**src/rtl/otp_ctrl_part_rd_pkg.sv**
```systemverilog
// Shared types for the partition reader: partition descriptor, FSM states
// and the even-parity check helper.
package otp_ctrl_part_pkg;

    typedef struct packed {
        int num_blocks;
    } part_info_t;

    localparam part_info_t PartInfoDefault = part_info_t'(16);

    // Widest block the parity helper accepts; narrower blocks are zero-extended.
    localparam int MaxBlockW = 64;

    typedef enum logic [1:0] {
        Idle = 2'd0,
        Scan = 2'd1,
        Done = 2'd2
    } part_rd_state_e;

    // High when the stored even-parity bit does not match the block contents.
    function automatic logic even_par_err(input logic [MaxBlockW-1:0] block,
                                          input logic                 par);
        return (^block) ^ par;
    endfunction

endpackage

```
**src/rtl/otp_ctrl_part_rd_sel.sv**
```systemverilog
// Combinational block selector: picks the snapshot block and its parity bit
// at the given index and flags a parity mismatch.
module otp_ctrl_part_rd_sel
    import otp_ctrl_part_pkg::*;
#(
    parameter int NumBlocks = 16,
    parameter int BlockW    = 8,
    parameter int IdxW      = 4
) (
    input  logic [NumBlocks*BlockW-1:0] i_data,
    input  logic [NumBlocks-1:0]        i_par,
    input  logic [IdxW-1:0]             i_idx,
    output logic [BlockW-1:0]           o_data,
    output logic                        o_err
);

    logic [BlockW-1:0] w_blk;
    logic              w_par;

    // Index mux written as a loop so non-power-of-two partitions need no range guard.
    always_comb begin
        w_blk = '0;
        w_par = 1'b0;
        for (int k = 0; k < NumBlocks; k++) begin
            if (i_idx == IdxW'(k)) begin
                w_blk = i_data[k*BlockW +: BlockW];
                w_par = i_par[k];
            end
        end
    end

    assign o_data = w_blk;
    assign o_err  = even_par_err({{(MaxBlockW-BlockW){1'b0}}, w_blk}, w_par);

endmodule

```
**src/rtl/otp_ctrl_part_rd.sv**
```systemverilog
// Partition reader: snapshots a partition on start_i and streams it out one
// block per valid/ready handshake, low index first, counting parity errors.
//
//  state | meaning
//  Idle  | waiting for start_i; err_cnt_o holds the last scan result
//  Scan  | presenting snapshot block at r_idx, advancing on each handshake
//  Done  | one-cycle done_o pulse, then back to Idle
module otp_ctrl_part_rd
    import otp_ctrl_part_pkg::*;
#(
    parameter part_info_t Info   = PartInfoDefault,
    parameter int         BlockW = 8,
    localparam int        NumBlocks = Info.num_blocks,
    localparam int        IdxW      = (NumBlocks > 1) ? $clog2(NumBlocks) : 1,
    localparam int        CntW      = $clog2(NumBlocks + 1)
) (
    input  logic                        clk_i,
    input  logic                        rst_ni,
    input  logic                        start_i,
    input  logic [NumBlocks*BlockW-1:0] data_i,
    input  logic [NumBlocks-1:0]        par_i,
    output logic                        rd_valid_o,
    input  logic                        rd_ready_i,
    output logic [BlockW-1:0]           rd_data_o,
    output logic [IdxW-1:0]             rd_idx_o,
    output logic                        rd_err_o,
    output logic                        busy_o,
    output logic                        done_o,
    output logic [CntW-1:0]             err_cnt_o
);

    part_rd_state_e              r_state;
    part_rd_state_e              w_state_nxt;
    logic [NumBlocks*BlockW-1:0] r_snap_data;
    logic [NumBlocks-1:0]        r_snap_par;
    logic [IdxW-1:0]             r_idx;
    logic [CntW-1:0]             r_err_cnt;

    logic [BlockW-1:0]           w_sel_data;
    logic                        w_sel_err;
    logic                        w_hs;
    logic                        w_last;
    logic                        w_start;

    assign w_start = (r_state == Idle) && start_i;
    assign w_hs    = rd_valid_o && rd_ready_i;
    assign w_last  = (r_idx == IdxW'(NumBlocks - 1));

    otp_ctrl_part_rd_sel #(
        .NumBlocks (NumBlocks),
        .BlockW    (BlockW),
        .IdxW      (IdxW)
    ) u_sel (
        .i_data (r_snap_data),
        .i_par  (r_snap_par),
        .i_idx  (r_idx),
        .o_data (w_sel_data),
        .o_err  (w_sel_err)
    );

    // State register.
    always_ff @(posedge clk_i or negedge rst_ni) begin
        if (!rst_ni) r_state <= Idle;
        else         r_state <= w_state_nxt;
    end

    // Next-state logic; start_i outside Idle is ignored.
    always_comb begin
        w_state_nxt = r_state;
        case (r_state)
            Idle:    if (start_i) w_state_nxt = Scan;
            Scan:    if (w_hs && w_last) w_state_nxt = Done;
            Done:    w_state_nxt = Idle;
            default: w_state_nxt = Idle;
        endcase
    end

    // Outputs; block fields are forced to zero outside Scan.
    always_comb begin
        rd_valid_o = (r_state == Scan);
        busy_o     = (r_state == Scan);
        done_o     = (r_state == Done);
        rd_data_o  = rd_valid_o ? w_sel_data : '0;
        rd_idx_o   = rd_valid_o ? r_idx      : '0;
        rd_err_o   = rd_valid_o && w_sel_err;
    end

    assign err_cnt_o = r_err_cnt;

    // Snapshot capture, index advance and error counting.
    always_ff @(posedge clk_i or negedge rst_ni) begin
        if (!rst_ni) begin
            r_snap_data <= '0;
            r_snap_par  <= '0;
            r_idx       <= '0;
            r_err_cnt   <= '0;
        end else if (w_start) begin
            r_snap_data <= data_i;
            r_snap_par  <= par_i;
            r_idx       <= '0;
            r_err_cnt   <= '0;
        end else if (w_hs) begin
            if (w_sel_err) r_err_cnt <= r_err_cnt + CntW'(1);
            if (!w_last)   r_idx     <= r_idx + IdxW'(1);
        end
    end

endmodule

```
**config.mk**
```make
export PLATFORM = sky130hd
export DESIGN_NAME = otp_ctrl_part_rd
export DESIGN_NICKNAME = d
export VERILOG_FILES = /design/src/rtl/otp_ctrl_part_rd_pkg.sv /design/src/rtl/otp_ctrl_part_rd_sel.sv /design/src/rtl/otp_ctrl_part_rd.sv
export SDC_FILE = /design/constraint.sdc
export NUM_CORES = 1
export LEC_CHECK = 0
export ABC_AREA = 1
export ABC_CLOCK_PERIOD_IN_PS = 4800
export CORE_ASPECT_RATIO = 1.4
export CORE_MARGIN = 5
export CORE_UTILIZATION = 56
export CTS_CLUSTER_DIAMETER = 200
export DETAILED_ROUTE_END_ITERATION = 6
export GPL_ROUTABILITY_DRIVEN = 0
export HOLD_SLACK_MARGIN = 0.15
export PLACE_DENSITY = 0.88
export SETUP_SLACK_MARGIN = 0.5
export SYNTH_ARGS = -nofsm -noshare
export SYNTH_HDL_FRONTEND = slang
export SYNTH_SLANG_ARGS = --single-unit
export TNS_END_PERCENT = 50
```
**constraint.sdc**
```tcl
create_clock -name clk_i -period 4.8 [get_ports clk_i]
set_input_delay 0.96 -clock clk_i [delete_from_list [all_inputs] [get_ports clk_i]]
set_output_delay 0.96 -clock clk_i [all_outputs]
set_load 0.005 [all_outputs]
```
**Word-level counts from Yosys, hierarchy flattened**

Cells that the tools add are included.

- Add/subtract/negate cells: 2
- Multipliers: 0
- Divide/modulo/power cells: 0
- $lt $le $gt $ge: 0
- Equality and inequality tests: 20
- Shifts and indexed selects: 0
- Mux-type cells: 43
- Bitwise gates (word level): 1
- Reductions and logical operators: 12

Operators with widths:

| cell | count |
|---|---|
| two-way mux 8 bit | 17 |
| XOR reduction 64 bit | 1 |
| equality test 4 bit (second input constant) | 8 |
| equality test 4 x 3 -> 1 bit (second input constant) | 4 |
| two-way mux 1 bit | 16 |
| two-way mux 4 bit | 4 |
| two-way mux 5 bit | 3 |
| equality test 4 x 2 -> 1 bit (second input constant) | 2 |
| AND reduction 2 bit | 3 |
| adder 5 x 1 -> 5 bit (second input constant) | 1 |
| adder 4 x 1 -> 4 bit (second input constant) | 1 |
| equality test 4 x 1 -> 1 bit (second input constant) | 1 |
| logical AND 1 bit | 4 |
| logical NOT 4 bit | 1 |
| two-way mux 2 bit | 2 |
| != test 2 x 1 -> 1 bit (second input constant) | 2 |
| one-hot mux 2 bit (2 select lines) | 1 |
| nonzero test 2 bit | 2 |
| equality test 2 x 1 -> 1 bit (second input constant) | 1 |
| equality test 2 bit (second input constant) | 1 |
| logical NOT 2 bit | 1 |
| != test 2 bit (second input constant) | 1 |
| bitwise XOR 1 bit | 1 |

- Bits in registers: 155
- Latch bits: 0
- Bits in writable memories: 0
- ROM bits: 0
- Input port bits: 148
- Output and inout bits: 21
- Logic and storage cells: 83
- Memories kept: 0

**Logic depth before layout (Yosys ltp)**

Gate-level depths: netlist of run 1.

- Depth in word-level cells: 22
- Mapped depth: 32
- Gate-level depth less buffers: 31

**Modules after synthesis**

A second synthesis of run 1 with hierarchy kept.

- Cell total of the unflattened synthesis: 1091
- Area, all modules: 7843.8 µm²

By module, submodules not included:

| module | times used | cells each | area each (µm²) | sequential area each (µm²) |
|---|---|---|---|---|
| otp_ctrl_part_rd | 1 | 709 | 6092.1 | 3878.7 |
| otp_ctrl_part_rd_sel | 1 | 382 | 1751.7 | 0.0 |

**Worst setup path after synthesis of run 1**

OpenSTA, ideal clock, no wires.

- Path kind: reg2out
- Start: register r_idx[1]
- End: output port rd_err_o
- Arrival: 2.553 ns
- Data required time: 3.840 ns
- Setup slack: 1.287 ns
- Cell stages (with the launch flop): 28
- Path buffers: 1
- Cells stage by stage: dfrtp_1 > inv_1 > ha_1 > clkbuf_1 > nor2_1 > nand3_1 > nand3_1 > nand2_1 > nand2_1 > nand2_1 > nand2_1 > nand2_1 > nand3_1 > nand2_1 > nand3_1 > nand3_1 > nand3_1 > nand2_1 > nand2_1 > nand2_2 > inv_2 > nand2_1 > nand3_1 > nand2_2 > inv_2 > nand2_1 > nand3_2 > a21oi_1

- Word-level cells in the longest chain between the ends: 20
- Elaborated cells on any way between the ends: 51
- Classes of those cells: eq/ne: 15; mux: 32; bitwise: 1; reduce/logical: 3

Ends and longest elaborated chain:

| what | line | source |
|---|---|---|
| from (decl) | otp_ctrl_part_rd.sv:36 | `logic [IdxW-1:0] r_idx;` |
| from (signal assigned) | otp_ctrl_part_rd.sv:104 | `if (!w_last) r_idx <= r_idx + IdxW'(1);` |
| logical NOT 4 bit | otp_ctrl_part_rd_sel.sv:25 | `if (i_idx == IdxW'(k)) begin` |
| two-way mux 8 bit (16 in series) | otp_ctrl_part_rd_sel.sv:25 |  |
| XOR reduction 64 bit | otp_ctrl_part_rd_pkg.sv:23 | `return (^block) ^ par;` |
| bitwise XOR 1 bit * | otp_ctrl_part_rd_pkg.sv:23 |  |
| logical AND 1 bit * | otp_ctrl_part_rd.sv:85 | `rd_err_o = rd_valid_o && w_sel_err;` |
| to (decl) | otp_ctrl_part_rd.sv:26 | `output logic rd_err_o,` |

Every way passes the cells marked *; elsewhere a longest branch is shown, timed or not.

**Worst setup path in the final report of run 1**

Ends and elaborated chain as after synthesis.

==> impl_metrics.env, run 1 <==
export IMPL_nets=1442
export IMPL_setup_tns_ns=0
export IMPL_dp_slack_ns=0.185
export IMPL_whs_ns=0.468
export IMPL_pin_count=169
export IMPL_synth_seq_cells=155
export IMPL_cts_tree="done"
export IMPL_required_ns=3.84
export IMPL_n_antenna_cell=0
export IMPL_clock_sinks=155
export IMPL_p_sw_mw=3.47
export IMPL_dieArea_um2=16700
export IMPL_status="complete, no violations"
export IMPL_p_leak_nw=5.52
export IMPL_viasPerCell=5.32
export IMPL_routed_wl_um=23500
export IMPL_die_h_um=151
export IMPL_synth_avg_cell_area_um2=7.10
export IMPL_grt_pass1_wl_um=36700
export IMPL_cts_buffers=17
export IMPL_drive_above_1_share_pct=11.2
export IMPL_period_needed_ns=4.36
export IMPL_area_sequential_um2=3880
export IMPL_clock_path_buffers=2
export IMPL_final_max_slew_viol_count=0
export IMPL_seqPwrFrac_pct=29.8
export IMPL_fin_util_pct=77.0
export IMPL_setup_slack_ns=0.438
export IMPL_layout_commonest_cell="nand2_1"
export IMPL_syn_nets=1270
export IMPL_multiInputGateArea_um2=3790
export IMPL_via_count=7908
export IMPL_netlist_area_um2=7930
export IMPL_cts_hold_repair_buffers=0
export IMPL_grt_setup_unrepaired="yes"
export IMPL_grt_remaining_overflow=0
export IMPL_setup_viol_count_final=0
export IMPL_critPathKind="reg -> out"
export IMPL_syn_inst=1117
export IMPL_vdd_drop_max_mv=0.419
export IMPL_clk_pin_slew_ns=0.06
export IMPL_yosys_cell_types_count=31
export IMPL_p_int_mw=4.42
export IMPL_max_freq_mhz=229
export IMPL_timing_final_crit_share_pct=90.9
export IMPL_power_frac_comb_pct=53.3
export IMPL_yosys_warnings=0
export IMPL_ctsHtreeMaxLevel=4
export IMPL_mostFrequentLayoutCells="604 x nand2_1, 165 x clkdlybuf4s50_1, 152 x dfrtp_1"
export IMPL_cp_arrival_ns=3.40
export IMPL_track_usage_pct=27.4
export IMPL_die_w_um=111
export IMPL_drt_antenna_violating_nets=0
export IMPL_startpoint_type="flop"
export IMPL_worst_setup_path_end_kind="primary output"
export IMPL_root_buffer="clkbuf_16"
export IMPL_worstPathMaxFanout=5
export IMPL_maxSlewHeadroom_pct=37.9
export IMPL_finalHoldViolations=0
export IMPL_tightest_slew_ns=0.932
export IMPL_drc=0
export IMPL_power_density_nw_per_um2=737
export IMPL_routedWlPerCell_um=15.8
export IMPL_hold_class="reg -> reg"
export IMPL_p_sw_share_pct=44.0
export IMPL_skew_ns=0.00943
export IMPL_start_util_pct=57.0
export IMPL_hpwl_um=16300
export IMPL_nFillCells=980
export IMPL_grt_antenna_before_repair=0
export IMPL_max_cap_violations=0
export IMPL_coreArea_um2=13900
export IMPL_syn2layout_area_growth_pct=35.0
export IMPL_port_buffers=168
export IMPL_grt_max_degree=93
export IMPL_drt_first_iter_violations=570
export IMPL_clkLatencyLatePin_ns=0.43
export IMPL_grt_pass1_vias=7713
export IMPL_p_clk_share_pct=17.0
export IMPL_synth_seq_area_share_pct=48.9
export IMPL_drt_pass1_iter_count=5
export IMPL_num_rows=51
export IMPL_finalPower_mw=7.89
-- critical path, stage by stage (launching register included) --
cell and delay (ns):
dfrtp_2 0.46, inv_4 0.11, ha_4 0.21, buf_8 0.13, buf_4 0.13, nand3_1 0.07
nand3_1 0.07, o21ai_0 0.17, o211ai_1 0.27, nand2_1 0.08, nand3_1 0.08, o211ai_1 0.12
nand3_1 0.09, nand2_1 0.05, nand3_1 0.07, nand3_1 0.07, nand3_1 0.09, nand2_1 0.13
a21oi_2 0.17, nand3_2 0.11, a21oi_2 0.13, buf_2 0.14
-- worst paths after layout --
path,start,endpoint,slack (ns),depth (start not counted)
setup / recovery,r_idx[1],rd_err_o,0.44,21
hold / removal,r_snap_data[85],r_snap_data[85],0.47,2
setup reg to reg,r_idx[1],err_cnt_o[4],1.45,25
hold reg to reg,r_snap_data[85],r_snap_data[85],0.47,2
max in group asynchronous,rst_ni,r_snap_data[108],3.28,2
min in group asynchronous,rst_ni,r_snap_data[77],0.54,1
-- power by group through the flow --
stage / Clock [mW] / Sequential (mW) / Combinational (mW)
after floorplan: 0 / 2.18 / 2.44
after global placement: 0 / 2.30 / 3.42
after detailed placement: 0 / 2.31 / 3.56
after CTS: 1.34 / 2.33 / 3.79
after global routing: 1.40 / 2.40 / 4.65
final: 1.34 / 2.35 / 4.20
-- metal layers --
metal / track usage [%] / vias up / part of all wire [%]
met4: 18.4 / 0 / 7.4
met2: 48.1 / 376 / 50
met5: 0 / - / 0
met3: 4.84 / 124 / 5.7
li1: - / 3778 / -
met1: 30.6 / 3630 / 37
-- what timing repair did --
action	4_1_cts	5_1_grt
cloned	0	1
pin swaps	6	20
setup endpoints to repair	7	8
gates resized for setup	27	39
setup buffers	9	8
-- through the flow --
| step | std cells | area (µm²) |
|---|---|---|
| floorplan | 1117 | 7930 |
| CTS | 1478 | 10500 |
| detailed placement | 1437 | 9740 |
| global placement | 1437 | 9740 |
| finish | 1487 | 10700 |
| global route | 1487 | 10700 |
-- kinds of logic (layout without fill, tap and decap cells) --
kind of cell,count (synthesis),in the layout,synth area share (%)
adder cells (fa/ha/maj),5,5,0.789
buffers and inverters,108,293,5.62
AO/OA/AOI/OAI,46,46,3.09
flip-flops,155,155,48.9
XOR/XNOR,3,3,0.331
AND/OR/NAND/NOR,800,800,41.3
-- synthesized netlist by cell type --
library cell / count / area share (%)
inv_1: 48 / 2.3
nand3_1: 69 / 4.4
nand3_2: 4 / 0.50
o21ai_0: 15 / 0.95
nand2_4: 1 / 0.14
nor2_2: 4 / 0.32
buf_4: 6 / 0.57
nand2_2: 8 / 0.63
buf_1: 5 / 0.24
nand3_4: 1 / 0.22
ha_1: 5 / 0.79
a221oi_1: 1 / 0.11
or2_2: 8 / 0.63
o31ai_1: 1 / 0.095
buf_2: 2 / 0.13
nand4_1: 6 / 0.47
buf_6: 2 / 0.28
nand3b_1: 6 / 0.57
clkinv_1: 3 / 0.14
dfrtp_1: 155 / 49
clkbuf_1: 31 / 1.5
inv_2: 11 / 0.52
a21oi_1: 26 / 1.6
o211ai_1: 2 / 0.19
nor3_1: 2 / 0.13
xor2_1: 3 / 0.33
or2_0: 4 / 0.32
nor2_1: 65 / 3.1
nand2_1: 617 / 29
a21oi_2: 1 / 0.11
nor2_4: 5 / 0.71
-- layout make-up --
cell class / instances / area share, %
clock buffer: 21 / 4.21
clock inverter: 11 / 1.27
inverter: 62 / 2.40
multi-input combinational: 854 / 35.4
sequential: 155 / 36.3
tap: 185 / 2.16
timing repair buffer: 199 / 18.3
-- registers in the layout (all words and copies together) (netlist names) --
signal / flops
err_cnt_o: 5
r_snap_par: 16
r_state: 2
r_snap_data: 128
r_idx: 4
Note: power is estimated with default switching activity, not from simulation.
==> inputs of run 2 (changes only) <==
--- a/config.mk
+++ b/config.mk
@@ -6,15 +6,15 @@
 export NUM_CORES = 1
 export LEC_CHECK = 0
 export ABC_AREA = 1
-export ABC_CLOCK_PERIOD_IN_PS = 4800
+export ABC_CLOCK_PERIOD_IN_PS = 3800
 export CORE_ASPECT_RATIO = 1.4
 export CORE_MARGIN = 5
-export CORE_UTILIZATION = 56
+export CORE_UTILIZATION = 47
 export CTS_CLUSTER_DIAMETER = 200
 export DETAILED_ROUTE_END_ITERATION = 6
 export GPL_ROUTABILITY_DRIVEN = 0
 export HOLD_SLACK_MARGIN = 0.15
-export PLACE_DENSITY = 0.88
+export PLACE_DENSITY = 0.79
 export SETUP_SLACK_MARGIN = 0.5
 export SYNTH_ARGS = -nofsm -noshare
 export SYNTH_HDL_FRONTEND = slang
==> constraint.sdc (replaced) <==
create_clock -name clk_i -period 3.8 [get_ports clk_i]
set_input_delay 0.76 -clock clk_i [delete_from_list [all_inputs] [get_ports clk_i]]
set_output_delay 0.76 -clock clk_i [all_outputs]
set_load 0.005 [all_outputs]
==> impl_metrics.env, run 2 (same netlist as run 1, synthesis figures left out) <==
export IMPL_track_usage_pct=23.6
export IMPL_final_area_um2=11200
export IMPL_nets=1481
export IMPL_tightest_slew_ns=0.752
export IMPL_grt_remaining_overflow=0
export IMPL_skew_ns=0.00800
export IMPL_via_count=7961
export IMPL_grt_antenna_before_repair=0
export IMPL_hpwl_um=16200
export IMPL_die_h_um=164
export IMPL_grt_pass1_vias=7770
export IMPL_drive_above_1_share_pct=17.4
export IMPL_period_needed_ns=4.09
export IMPL_clock_path_buffers=2
export IMPL_coreArea_um2=16700
export IMPL_cts_hold_repair_buffers=0
export IMPL_grt_max_degree=156
export IMPL_grt_pass1_wl_um=36800
export IMPL_finalPower_mw=10.7
export IMPL_syn2layout_area_growth_pct=41.8
export IMPL_max_cap_violations=0
export IMPL_cts_buffers=17
export IMPL_max_freq_mhz=245
export IMPL_drc=0
export IMPL_num_rows=56
export IMPL_n_antenna_cell=0
export IMPL_nFillCells=1319
export IMPL_regMostFlops="r_snap_data"
export IMPL_cp_arrival_ns=3.33
export IMPL_mostFrequentLayoutCells="576 x nand2_1, 159 x clkdlybuf4s50_1, 154 x dfrtp_1"
export IMPL_worst_setup_path_end_kind="primary output"
export IMPL_drt_first_iter_violations=646
export IMPL_routedWlPerCell_um=15.6
export IMPL_port_buffers=168
export IMPL_postPlaceCellArea_um2=10100
export IMPL_hold_class="in -> async"
export IMPL_power_density_nw_per_um2=948
export IMPL_drt_antenna_violating_nets=0
export IMPL_status="finished, violations left"
export IMPL_critPathKind="reg -> out"
export IMPL_setup_viol_count_final=3
export IMPL_grt_setup_unrepaired="yes"
export IMPL_drt_pass1_iter_count=6
export IMPL_required_ns=3.04
export IMPL_timing_final_crit_share_pct=108
export IMPL_root_buffer="clkbuf_16"
export IMPL_violations="negative setup slack"
export IMPL_whs_ns=0.374
export IMPL_clock_sinks=155
export IMPL_routed_wl_um=24000
export IMPL_dieArea_um2=19600
export IMPL_p_leak_nw=5.79
export IMPL_ctsHtreeMaxLevel=4
export IMPL_worstPathMaxFanout=6
export IMPL_clkLatencyLatePin_ns=0.43
export IMPL_pin_count=169
export IMPL_largest_reg_flops=128
export IMPL_viasPerCell=5.16
export IMPL_cts_tree="done"
export IMPL_maxSlewHeadroom_pct=49.9
export IMPL_vdd_drop_max_mv=0.623
export IMPL_setup_slack_ns=-0.286
export IMPL_clk_pin_slew_ns=0.06
export IMPL_layout_commonest_cell="nand2_1"
export IMPL_finalHoldViolations=0
export IMPL_startpoint_type="flop"
export IMPL_start_util_pct=47.6
export IMPL_die_w_um=120
export IMPL_final_max_slew_viol_count=0
run 2: changes by cell type in the layout (fill, tap and decap cells not counted), sizes merged:
cell / previous run / this run
nand2: 626 / 627
clkinv: 3 / 7
buf: 32 / 71
dlygate4sd2: 0 / 1
bufinv: 2 / 1
clkdlybuf4s50: 165 / 159
inv: 63 / 59
clkinvlp: 5 / 2
clkdlybuf4s15: 0 / 2
clkbuf: 22 / 27
run 2: what timing repair did:
action / 4_1_cts / 5_1_grt
gates cloned: 1 / 2
setup buffers: 8 / 6
pin swaps: 15 / 28
resized for setup: 70 / 78
hold endpoints to repair: 0 / 0
setup endpoints to repair: 9 / 14
run 2: worst paths after layout:
check | from | to | cells past startpoint | slack [ns]
worst max-delay path | r_idx[0] | rd_err_o | 21 | -0.29
worst min-delay path | rst_ni | r_snap_data[73] | 1 | 0.37
worst max register to register | r_idx[0] | err_cnt_o[1] | 27 | 0.51
worst min register to register | r_snap_data[87] | r_snap_data[87] | 2 | 0.47
max in group asynchronous | rst_ni | r_idx[0] | 2 | 2.56
min in group clk_i | r_snap_data[87] | r_snap_data[87] | 2 | 0.47
run 2: final cells by class:
class | count | area (µm²) | area share, %
multi-input combinational | 855 | 3990 | 35.5
clock buffer | 24 | 462 | 4.11
tap | 203 | 254 | 2.26
timing repair buffer | 237 | 2330 | 20.7
clock inverter | 7 | 68.8 | 0.612
inverter | 62 | 258 | 2.29
sequential | 155 | 3880 | 34.5
run 2: routing by layer:
metal	vias to the layer above	wire length [µm]	GRT usage (%)
met1	3690	9050	27.1
met3	92	1360	4.51
met5	-	0	0
li1	3862	-	-
met2	317	12400	41.1
met4	0	1240	13.4
run 2: power by group:
group	total (mW)	leakage [nW]	internal, mW	switching [mW]
Sequential	2.96	1.93	2.42	0.538
Clock	1.57	0.254	0.911	0.656
Combinational	6.14	3.61	2.68	3.46
run 2: worst max-delay path, cell delays in order (launching register included):
cell and delay (ns):
dfrtp_2 0.45, buf_4 0.16, ha_4 0.19, nand2_8 0.09, inv_6 0.05, clkbuf_2 0.13
buf_4 0.14, buf_4 0.13, o211ai_1 0.25, nand2_1 0.09, nand3_1 0.09, o211ai_1 0.11
nand3_1 0.09, nand2_1 0.05, nand3_1 0.06, nand3_1 0.09, nand3_2 0.10, nand2_2 0.07
a21oi_1 0.17, nand3_2 0.11, a21oi_2 0.11, buf_2 0.15
run 2: metrics by stage:
step / setup slack [ns] / TNS [ns] / cells / utilization, %
6_report: -0.286 / -0.544 / 1543 / 67.4
5_1_grt: -0.514 / -1.36 / 1543 / 67.4
4_1_cts: -0.195 / -0.472 / 1535 / 65.2
3_5_place_dp: -0.314 / -0.314 / 1495 / 60.6
3_3_place_gp: -0.218 / -0.218 / 1495 / 60.6
2_1_floorplan: 0.525 / 0 / 1117 / -
==> inputs of run 3 (changes only) <==
--- a/config.mk
+++ b/config.mk
@@ -16,6 +16,7 @@
 export HOLD_SLACK_MARGIN = 0.15
 export PLACE_DENSITY = 0.79
 export SETUP_SLACK_MARGIN = 0.5
+export SLEW_MARGIN = 5
 export SYNTH_ARGS = -nofsm -noshare
 export SYNTH_HDL_FRONTEND = slang
 export SYNTH_SLANG_ARGS = --single-unit
==> constraint.sdc (replaced) <==
create_clock -name clk_i -period 3.8 [get_ports clk_i]
set_input_delay 0.38 -clock clk_i [delete_from_list [all_inputs] [get_ports clk_i]]
set_output_delay 0.38 -clock clk_i [all_outputs]
set_load 0.005 [all_outputs]
==> impl_metrics.env, run 3 (same netlist as run 1, synthesis figures left out) <==
export IMPL_status="complete, no violations"
export IMPL_tightest_slew_ns=0.967
export IMPL_drc=0
export IMPL_dieArea_um2=19600
export IMPL_hp_start="r_snap_data[87]"
export IMPL_num_rows=56
export IMPL_p_sw_mw=4.31
export IMPL_mostFrequentLayoutCells="602 x nand2_1, 162 x clkdlybuf4s50_1, 151 x dfrtp_1"
export IMPL_routedWlPerCell_um=15.6
export IMPL_hold_class="reg -> reg"
export IMPL_setup_tns_ns=0
export IMPL_grt_pass1_wl_um=37300
export IMPL_routed_wl_um=23800
export IMPL_timing_final_crit_share_pct=97.3
export IMPL_die_h_um=164
export IMPL_critical_path_slowest_cell="dfrtp_2"
export IMPL_drive_above_1_share_pct=12.7
export IMPL_p_clk_share_pct=19.0
export IMPL_layout_commonest_cell="nand2_1"
export IMPL_critPathMaxStageDelay_ns=0.47
export IMPL_start_util_pct=47.6
export IMPL_clock_path_buffers=2
export IMPL_power_density_nw_per_um2=925
export IMPL_max_freq_mhz=270
export IMPL_required_ns=3.42
export IMPL_rr_endpoint="err_cnt_o[2]"
export IMPL_pin_count=169
export IMPL_nets=1458
export IMPL_die_w_um=120
export IMPL_clkLatencyLatePin_ns=0.43
export IMPL_crit_top_cell="nand2_1"
export IMPL_clock_sinks=155
export IMPL_grt_pass1_vias=7714
export IMPL_largest_reg_flops=128
export IMPL_drt_first_iter_violations=787
export IMPL_dp_slack_ns=-0.0128
export IMPL_reg2reg_from="r_idx[2]"
export IMPL_max_cap_violations=0
export IMPL_r2r_setup_slack_ns=0.64
export IMPL_final_max_slew_viol_count=0
export IMPL_vdd_drop_max_mv=0.585
export IMPL_cp_arrival_ns=3.32
export IMPL_grt_remaining_overflow=0
export IMPL_maxSlewHeadroom_pct=35.6
export IMPL_skew_ns=0.00815
export IMPL_p_sw_share_pct=42.5
export IMPL_cts_buffers=17
export IMPL_setup_slack_ns=0.103
export IMPL_port_buffers=168
export IMPL_period_needed_ns=3.70
export IMPL_startpoint_type="flop"
export IMPL_drt_pass1_iter_count=6
export IMPL_hpwl_um=16600
export IMPL_syn2layout_area_growth_pct=38.3
export IMPL_worst_setup_path_end_kind="primary output"
export IMPL_via_count=7790
export IMPL_grt_setup_unrepaired="yes"
export IMPL_ctsHtreeMaxLevel=4
export IMPL_track_usage_pct=23.9
export IMPL_coreArea_um2=16700
export IMPL_worstHoldEndpoint="r_snap_data[87]"
export IMPL_regMostFlops="r_snap_data"
export IMPL_setup_viol_count_final=0
export IMPL_clk_pin_slew_ns=0.06
export IMPL_grt_max_degree=156
export IMPL_cts_tree="done"
export IMPL_p_int_mw=5.83
export IMPL_seqPwrFrac_pct=29.5
export IMPL_root_buffer="clkbuf_16"
export IMPL_drt_antenna_violating_nets=0
export IMPL_power_frac_comb_pct=51.5
export IMPL_p_leak_nw=5.67
export IMPL_grt_antenna_before_repair=1
export IMPL_critPathKind="reg -> out"
export IMPL_hold_depth=2
export IMPL_viasPerCell=5.11
export IMPL_finalHoldViolations=0
export IMPL_worstPathMaxFanout=7
export IMPL_r2r_worst_path_cells=31
[run 3: cell types whose count changed in the layout (fill, tap and decap cells not counted), sizes merged, moves of 2 or more]
cell	delta
bufinv	+5
inv	+3
diode	+2
buf	-24
clkdlybuf4s50	+3
clkbuf	-7
[run 3: per-layer routing]
metal	vias to the layer above	global-route usage (%)	routed length, µm
met4	0	12.4	1240
met5	-	0	0
met2	305	42.5	12200
met1	3603	27.1	9100
met3	74	4.82	1190
li1	3808	-	-
[run 3: critical path: cells and delay by family (launching register included)]
| family | cells | cell delay (ns) |
|---|---|---|
| AO/OA/AOI/OAI | 2 | 0.20 |
| flip-flops | 1 | 0.47 |
| AND/OR/NAND/NOR | 22 | 1.71 |
| buffers and inverters | 4 | 0.50 |
[run 3: power by group through the flow]
stage / Clock, mW / Sequential [mW] / Combinational [mW]
after floorplan: 0 / 2.75 / 3.08
after global placement: 0 / 2.95 / 4.44
after detailed placement: 0 / 2.97 / 4.59
after CTS: 1.94 / 2.97 / 4.85
after global routing: 2.01 / 3.07 / 5.79
final: 1.92 / 3.00 / 5.22
[run 3: worst max path at each step]
stage / from / end / slack (ns) / cells past startpoint
2_1_floorplan: r_idx[1] / rd_err_o / 0.87 / 27
5_1_grt: r_idx[1] / rd_err_o / -0.13 / 29
4_1_cts: r_idx[0] / rd_err_o / 0.18 / 28
6_report: r_idx[2] / rd_err_o / 0.10 / 28
3_5_place_dp: r_idx[1] / rd_err_o / -0.01 / 28
3_3_place_gp: r_idx[1] / rd_err_o / 0.1 / 28
[run 3: metrics by stage]
stage / instances / hold slack, ns / area, µm² / utilization (%) / power, mW
after global placement: 1461 / 0.447 / 9820 / 58.9 / 7.40
after detailed placement: 1461 / 0.455 / 9820 / 58.9 / 7.56
after global routing: 1522 / 0.473 / 11000 / 65.8 / 10.9
after floorplan: 1117 / 0.0844 / 7930 / - / 5.83
after CTS: 1510 / 0.471 / 10800 / 64.5 / 9.77
final: 1523 / 0.471 / 11000 / 65.8 / 10.1
[run 3: cell type report]
type | count | area, µm²
diodes | 2 | 5.00
clock buffers | 18 | 429
clock inverters | 14 | 241
fillers | 1413 | 5710
inverters | 62 | 253
multi-input cells | 854 | 3790
flip-flops and latches | 155 | 3880
well taps | 203 | 254
repair buffers | 215 | 2120
[run 3: timing repair]
item,in CTS,in global routing
gates cloned,2,1
resized for setup,42,39
buffers inserted,14,10
endpoints found under the setup margin,9,14
endpoints found under the hold margin,92,0
pin swaps,8,12
hold buffers,1,0
